--- config.mk ---
export PLATFORM = sky130hd
export DESIGN_NAME = nibble_add_sequencer_flat
export DESIGN_NICKNAME = d
export VERILOG_FILES = /design/src/rtl/nibble_add_sequencer_if.sv /design/src/rtl/nibble_add_sequencer.sv /design/src/flat_wrapper.sv
export SDC_FILE = /design/constraint.sdc
export NUM_CORES = 1
export LEC_CHECK = 0
export CORE_MARGIN = 4
export CORE_UTILIZATION = 55
export CTS_BUF_LIST = sky130_fd_sc_hd__clkbuf_8
export CTS_CLUSTER_DIAMETER = 100
export DETAILED_ROUTE_END_ITERATION = 12
export DONT_BUFFER_PORTS = 1
export PLACE_DENSITY = 0.83
export SLEW_MARGIN = 20
export SYNTH_ARGS = -nofsm -noshare
export SYNTH_HDL_FRONTEND = slang
export SYNTH_SLANG_ARGS = --single-unit
--- constraint.sdc ---
create_clock -name clk -period 2.35 [get_ports clk]
set_input_delay 0.235 -clock clk [delete_from_list [all_inputs] [get_ports clk]]
set_output_delay 0.235 -clock clk [all_outputs]
set_load 0.01 [all_outputs]
--- src/rtl/nibble_add_sequencer_if.sv ---
// Client-side bus of the nibble-serial adder controller: two requesters' operands
// and requests in, ownership/status and the shared registered result out.
interface nibble_add_sequencer_if #(
    parameter int WIDTH = 16
);
    // Handshake: a client holds reqN high until it sees done while gntN is high.
    // It then drops reqN on the edge that ends that done cycle. Operands and cin
    // are sampled only on the edge that raises gntN. sum/cout are valid while done
    // is high, and they hold until the next grant.
    logic             req0;
    logic             req1;
    logic [WIDTH-1:0] a0;
    logic [WIDTH-1:0] b0;
    logic [WIDTH-1:0] a1;
    logic [WIDTH-1:0] b1;
    logic             cin0;
    logic             cin1;
    logic             gnt0;
    logic             gnt1;
    logic             busy;
    logic             done;
    logic [WIDTH-1:0] sum;
    logic             cout;

    modport master (
        output req0, req1, a0, b0, a1, b1, cin0, cin1,
        input  gnt0, gnt1, busy, done, sum, cout
    );

    modport slave (
        input  req0, req1, a0, b0, a1, b1, cin0, cin1,
        output gnt0, gnt1, busy, done, sum, cout
    );
endinterface

--- src/rtl/nibble_add_sequencer.sv ---
// Two-client round-robin controller that time-shares one 4-bit ripple-carry slice,
// producing a WIDTH-bit sum least-significant nibble first over WIDTH/4 cycles.
module nibble_add_sequencer #(
    parameter int WIDTH = 16
) (
    input  logic                 clk,
    input  logic                 rst,
    nibble_add_sequencer_if.slave bus,
    output logic [1:0]           fsm_state
);
    localparam int NIBBLES = WIDTH / 4;
    localparam int IDX_W   = (NIBBLES > 1) ? $clog2(NIBBLES) : 1;

    typedef enum logic [1:0] {
        IDLE = 2'd0,
        RUN  = 2'd1,
        DONE = 2'd2
    } state_t;

    state_t             state;
    state_t             state_next;
    logic               last;
    logic [WIDTH-1:0]   op_a;
    logic [WIDTH-1:0]   op_b;
    logic               carry;
    logic [IDX_W-1:0]   idx;
    logic [WIDTH-1:0]   sum_q;
    logic               cout_q;
    logic               gnt0_q;
    logic               gnt1_q;

    logic               grant;
    logic               pick1;
    logic               last_nibble;
    logic [3:0]         nib_s;
    logic               nib_c;
    logic               ripple;

    // Client 1 wins when it is the only requester, or when both request and
    // client 0 was served last.
    always_comb begin
        pick1       = bus.req1 && (!bus.req0 || !last);
        grant       = (state == IDLE) && (bus.req0 || bus.req1);
        last_nibble = (idx == IDX_W'(NIBBLES - 1));
    end

    always_comb begin
        state_next = state;
        case (state)
            IDLE:    if (grant) state_next = RUN;
            RUN:     if (last_nibble) state_next = DONE;
            DONE:    state_next = IDLE;
            default: state_next = IDLE;
        endcase
    end

    always_ff @(posedge clk or posedge rst) begin
        if (rst) begin
            state <= IDLE;
        end else begin
            state <= state_next;
        end
    end

    // The shared slice: a plain 4-bit full-adder chain fed by the carry register.
    always_comb begin
        nib_s  = '0;
        ripple = carry;
        for (int i = 0; i < 4; i++) begin
            nib_s[i] = op_a[i] ^ op_b[i] ^ ripple;
            ripple   = (op_a[i] & op_b[i]) | (ripple & (op_a[i] ^ op_b[i]));
        end
        nib_c = ripple;
    end

    always_ff @(posedge clk or posedge rst) begin
        if (rst) begin
            last   <= 1'b1;
            op_a   <= '0;
            op_b   <= '0;
            carry  <= 1'b0;
            idx    <= '0;
            sum_q  <= '0;
            cout_q <= 1'b0;
            gnt0_q <= 1'b0;
            gnt1_q <= 1'b0;
        end else begin
            case (state)
                IDLE: begin
                    if (grant) begin
                        op_a   <= pick1 ? bus.a1 : bus.a0;
                        op_b   <= pick1 ? bus.b1 : bus.b0;
                        carry  <= pick1 ? bus.cin1 : bus.cin0;
                        idx    <= '0;
                        sum_q  <= '0;
                        cout_q <= 1'b0;
                        gnt0_q <= !pick1;
                        gnt1_q <= pick1;
                        last   <= pick1;
                    end
                end
                RUN: begin
                    for (int n = 0; n < NIBBLES; n++) begin
                        if (idx == IDX_W'(n)) sum_q[4*n +: 4] <= nib_s;
                    end
                    carry <= nib_c;
                    op_a  <= op_a >> 4;
                    op_b  <= op_b >> 4;
                    idx   <= idx + IDX_W'(1);
                    if (last_nibble) cout_q <= nib_c;
                end
                DONE: begin
                    gnt0_q <= 1'b0;
                    gnt1_q <= 1'b0;
                end
                default: ;
            endcase
        end
    end

    assign bus.gnt0  = gnt0_q;
    assign bus.gnt1  = gnt1_q;
    assign bus.busy  = (state != IDLE);
    assign bus.done  = (state == DONE);
    assign bus.sum   = sum_q;
    assign bus.cout  = cout_q;
    assign fsm_state = state;
endmodule
--- src/flat_wrapper.sv ---
// flat-port wrapper written by rule: the top's interface ports become plain ports
module nibble_add_sequencer_flat 
#(
    parameter int WIDTH = 16
)
  (clk, rst, fsm_state, bus_req0, bus_req1, bus_a0, bus_b0, bus_a1, bus_b1, bus_cin0, bus_cin1, bus_gnt0, bus_gnt1, bus_busy, bus_done, bus_sum, bus_cout);
  nibble_add_sequencer_if #(.WIDTH(WIDTH)) bus_i ();
  input  logic clk;
  input  logic rst;
  output logic [1:0] fsm_state;
  input wire logic [$bits(bus_i.req0)-1:0] bus_req0;
  input wire logic [$bits(bus_i.req1)-1:0] bus_req1;
  input wire logic [$bits(bus_i.a0)-1:0] bus_a0;
  input wire logic [$bits(bus_i.b0)-1:0] bus_b0;
  input wire logic [$bits(bus_i.a1)-1:0] bus_a1;
  input wire logic [$bits(bus_i.b1)-1:0] bus_b1;
  input wire logic [$bits(bus_i.cin0)-1:0] bus_cin0;
  input wire logic [$bits(bus_i.cin1)-1:0] bus_cin1;
  output wire logic [$bits(bus_i.gnt0)-1:0] bus_gnt0;
  output wire logic [$bits(bus_i.gnt1)-1:0] bus_gnt1;
  output wire logic [$bits(bus_i.busy)-1:0] bus_busy;
  output wire logic [$bits(bus_i.done)-1:0] bus_done;
  output wire logic [$bits(bus_i.sum)-1:0] bus_sum;
  output wire logic [$bits(bus_i.cout)-1:0] bus_cout;
  assign bus_i.req0 = bus_req0;
  assign bus_i.req1 = bus_req1;
  assign bus_i.a0 = bus_a0;
  assign bus_i.b0 = bus_b0;
  assign bus_i.a1 = bus_a1;
  assign bus_i.b1 = bus_b1;
  assign bus_i.cin0 = bus_cin0;
  assign bus_i.cin1 = bus_cin1;
  assign bus_gnt0 = bus_i.gnt0;
  assign bus_gnt1 = bus_i.gnt1;
  assign bus_busy = bus_i.busy;
  assign bus_done = bus_i.done;
  assign bus_sum = bus_i.sum;
  assign bus_cout = bus_i.cout;
  nibble_add_sequencer #(.WIDTH(WIDTH)) u_core (.clk(clk), .rst(rst), .bus(bus_i), .fsm_state(fsm_state));
endmodule
==> metrics.log <==
[metrics] status: finished clean
[metrics] Iteration-0 DRC Markers: 140
[metrics] initial antenna violation count: 0
[metrics] All-Layer GR Usage: 20.6%
[metrics] number of nets in the finished design: 336
[metrics] total routed wirelength: 6.56 mm
[metrics] Avg Inst Size Synth: 11.3 sq um
[metrics] hold crit path type: in -> reg
[metrics] Tmin final: 2.26 ns
[metrics] CTS clk-pin slew, worst paths: 0.07 ns
[metrics] category of the critical setup timing path: reg -> reg
[metrics] number of diodes: 0
[metrics] DIE WIDTH: 80.1 um
[metrics] Fmax: 0.443 GHz
[metrics] CP Max Fanout: 4
[metrics] root buffer cell: sky130_fd_sc_hd__clkbuf_8
[metrics] maximum number of pins on one net before global-route repair: 42
[metrics] cell-internal power: 2.71 mW
[metrics] io pins: 93
[metrics] Seq/Total Area, Yosys: 49.9%
[metrics] synthesis warning total: 0
[metrics] vias in the first global route: 1,974
[metrics] Data arrival, critical path: 2.52 ns
[metrics] hold worst-path end: u_core.op_a[13]
[metrics] Worst Tran Pin Value: 0.579 ns
[metrics] routed length per instance: 19.9 um
[metrics] Net Sw Power: 1.72 mW
[metrics] RD Place Congestion: 0.772
[metrics] cell depth of the worst min-delay path: 1
[metrics] Row Count: 25
[metrics] CP endpoint kind: flop
[metrics] Peak supply drop: 0.696 mV
[metrics] Hold WS: 0.0512 ns
[metrics] Final HPWL DP: 4.74 mm
[metrics] relative max-transition margin: 61.2%
[metrics] die area: 6420 sq um
[metrics] DRT Pass-1 Iters: 8
[metrics] Post-Route Utilization: 65.0%
[metrics] syn nets: 331
[metrics] Critical R2R Capture: u_core.bus.sum[3]
[metrics] sequential share of power: 37.9%
[metrics] worst clock skew: 0.00972 ns
[metrics] power per cell area: 1400 nW/um^2
[metrics] final number of setup-violating endpoints: 0
[metrics] TritonCTS clock tree: done
[metrics] startpoint of the lowest-slack hold path: bus_a0[13]
[metrics] vias: 2,032
[metrics] wire length of the first global-routing pass: 10.1 mm
[metrics] Mapped Cells: 253
[metrics] number of buffers added on ports: 0
[metrics] relative contribution of the clock network to total power: 21.9%
[metrics] number of remaining DRC errors: 0
[metrics] Max-Cap Viols: 0
[metrics] total count of max-transition violations in the final report: 0
[metrics] DRT antenna net count: 0
[metrics] sum of internal, switching and leakage power: 4.44 mW
[metrics] leftover overflow at the end of global routing: 0
[metrics] worst-case register-to-register setup slack: 0.09 ns
[metrics] path depth of the worst reg2reg path: 8
[metrics] Logic pwr share: 40.2%
[metrics] cell area after technology mapping: 2860 sq um
[metrics] Required @ worst endpoint: 2.61 ns
[metrics] number of distinct standard cells referenced by the synthesized netlist: 31
[metrics] clock insertion delay at the later pin of the skew report: 0.33 ns
[metrics] total clock buffers created by CTS: 9
[metrics] worst flop-to-flop path startpoint: u_core.carry
[metrics] leakage power total: 1.44 nW
[metrics] number of hold-slack violations in the final timing report: 0
[metrics] signed area change from the synthesized netlist to the final layout: 11.0%
[metrics] setup repair after global routing missed its margin: false
[metrics] starting utilization of the core area: 58.6%
[metrics] H-tree depth reported by CTS: 3
[metrics] switching part of the total power: 38.9%
[metrics] layout cell share with drive strength beyond 1: 15.6%
[metrics] die boundary height: 80.1 um
[metrics] register bit total from synthesis: 57
[metrics] via-per-instance ratio: 6.16
[metrics] number of buffers on the longest clock path: 2
[metrics] core outline area: 4880 sq um
[metrics] CTS sink count: 57
[metrics] critical path launch point type: flop
[metrics] portion of the clock cycle consumed by the worst path in the final layout: 96.1%
-- cell usage after synthesis, drive strengths merged --
cell | instances | area, sq um
or2 | 2 | 15.0
mux2 | 1 | 11.3
nor2 | 2 | 7.51
nand2 | 36 | 135
a22o | 3 | 26.3
o221ai | 4 | 35.0
o221a | 1 | 11.3
o211ai | 20 | 150
nor3 | 1 | 5.00
dfrtp | 56 | 1400
a21boi | 1 | 18.8
a31o | 1 | 8.76
nand2b | 3 | 18.8
and2b | 1 | 10.0
a32o | 7 | 70.1
and3 | 5 | 31.3
clkbuf | 4 | 15.0
inv | 13 | 48.8
dfstp | 1 | 26.3
o2bb2ai | 9 | 78.8
a22oi | 4 | 50.1
a221o | 4 | 40.0
ha | 4 | 50.1
fa | 4 | 80.1
mux2i | 32 | 320
buf | 11 | 78.8
o21ai | 23 | 115
-- metal layers --
layer,global-route usage (%),vias to the layer above,routed length [um]
met5,0,-,0
met3,5.94,7,536
met4,6.59,0,76
met2,32.5,86,3170
li1,-,939,-
met1,27.6,1000,2780
-- stage by stage --
step	cell area, sq um	worst slack (ns)	cells	TNS [ns]
after CTS	3160	0.0156	330	0
after detailed placement	2920	-0.0408	312	-0.0408
final	3170	0.0910	330	0
after global routing	3170	0.00581	330	0
after floorplan	2860	0.152	253	0
after global placement	2920	0.0777	312	0
-- timing repair --
action,4_1_cts,5_1_grt
endpoints found under the hold margin,13,0
hold buffers,1,0
setup buffers,1,0
gates resized for setup,2,5
setup endpoints to repair,2,4
pin swaps,1,2
-- registers in the layout (all words and copies together), names as in the netlist --
name and cells:
u_core.bus.gnt1 1, u_core.bus.cout 1, u_core.carry 1, u_core.op_b 16, u_core.last 1, u_core.bus.gnt0 1, u_core.idx 2, u_core.fsm_state 2
u_core.bus.sum 16, u_core.op_a 16
-- cells by family (layout without fill, tap and decap cells) --
logic type                 count (synthesis)  count (layout)  synth area share (%)
AOI/OAI and AO/OA                         77              77                  21.1
muxes                                     33              33                  11.6
adders and majority gates                  8               8                  4.55
DFF                                       57              57                  49.9
buffers and inverters                     28              38                  4.99
and+or+nand+nor                           50              50                  7.79
-- worst max-delay path, stage by stage, from the launching register on --
cell and delay (ns):
sky130_fd_sc_hd__dfrtp_1 0.39, sky130_fd_sc_hd__inv_1 0.09, sky130_fd_sc_hd__fa_1 0.17, sky130_fd_sc_hd__inv_1 0.06
sky130_fd_sc_hd__fa_2 0.39, sky130_fd_sc_hd__fa_2 0.39, sky130_fd_sc_hd__inv_2 0.07, sky130_fd_sc_hd__fa_2 0.47
sky130_fd_sc_hd__o2bb2ai_2 0.17
-- power groups by stage --
stage / combinational, mW / sequential [mW] / clock (mW)
floorplan: 1.38 / 1.62 / 0
global placement: 1.62 / 1.67 / 0
detailed placement: 1.69 / 1.69 / 0
CTS: 1.73 / 1.68 / 0.983
global route: 1.96 / 1.73 / 1.03
finish: 1.78 / 1.68 / 0.970
-- cell usage in the layout (no fill, tap or decap), types with 2 or more instances in the layout --
cell / instances
sky130_fd_sc_hd__o2bb2ai_2: 3
sky130_fd_sc_hd__inv_2: 2
sky130_fd_sc_hd__a22oi_2: 4
sky130_fd_sc_hd__nand2_1: 36
sky130_fd_sc_hd__bufinv_16: 2
sky130_fd_sc_hd__nand2b_1: 3
sky130_fd_sc_hd__o211ai_1: 20
sky130_fd_sc_hd__inv_1: 12
sky130_fd_sc_hd__mux2i_1: 32
sky130_fd_sc_hd__a32o_1: 7
sky130_fd_sc_hd__fa_2: 3
sky130_fd_sc_hd__o2bb2ai_1: 6
sky130_fd_sc_hd__a221o_1: 4
sky130_fd_sc_hd__and3_1: 5
sky130_fd_sc_hd__dfrtp_1: 56
sky130_fd_sc_hd__clkbuf_8: 9
sky130_fd_sc_hd__ha_1: 4
sky130_fd_sc_hd__a22o_1: 3
sky130_fd_sc_hd__o221ai_1: 4
sky130_fd_sc_hd__clkinv_2: 3
sky130_fd_sc_hd__buf_4: 7
sky130_fd_sc_hd__nor2_1: 2
sky130_fd_sc_hd__o21ai_0: 22
-- final cells by class --
class,instances,area (sq um)
Fill cell,394,1710
Sequential cell,57,1430
Multi-Input combinational cell,168,1320
Clock buffer,9,124
Clock inverter,7,86.3
Tap cell,67,83.8
Timing Repair Buffer,9,82.6
Inverter,13,48.8
-- how the worst max path moves through the flow --
stage / start / endpoint / cells past startpoint
after floorplan: u_core.carry / u_core.bus.sum[11] / 8
after global placement: u_core.carry / u_core.bus.sum[15] / 8
after detailed placement: u_core.carry / u_core.bus.sum[3] / 8
after CTS: u_core.carry / u_core.bus.sum[3] / 8
after global routing: u_core.carry / u_core.bus.sum[3] / 8
final: u_core.carry / u_core.bus.sum[3] / 8
No activity file was read; power rests on OpenSTA's default activity.
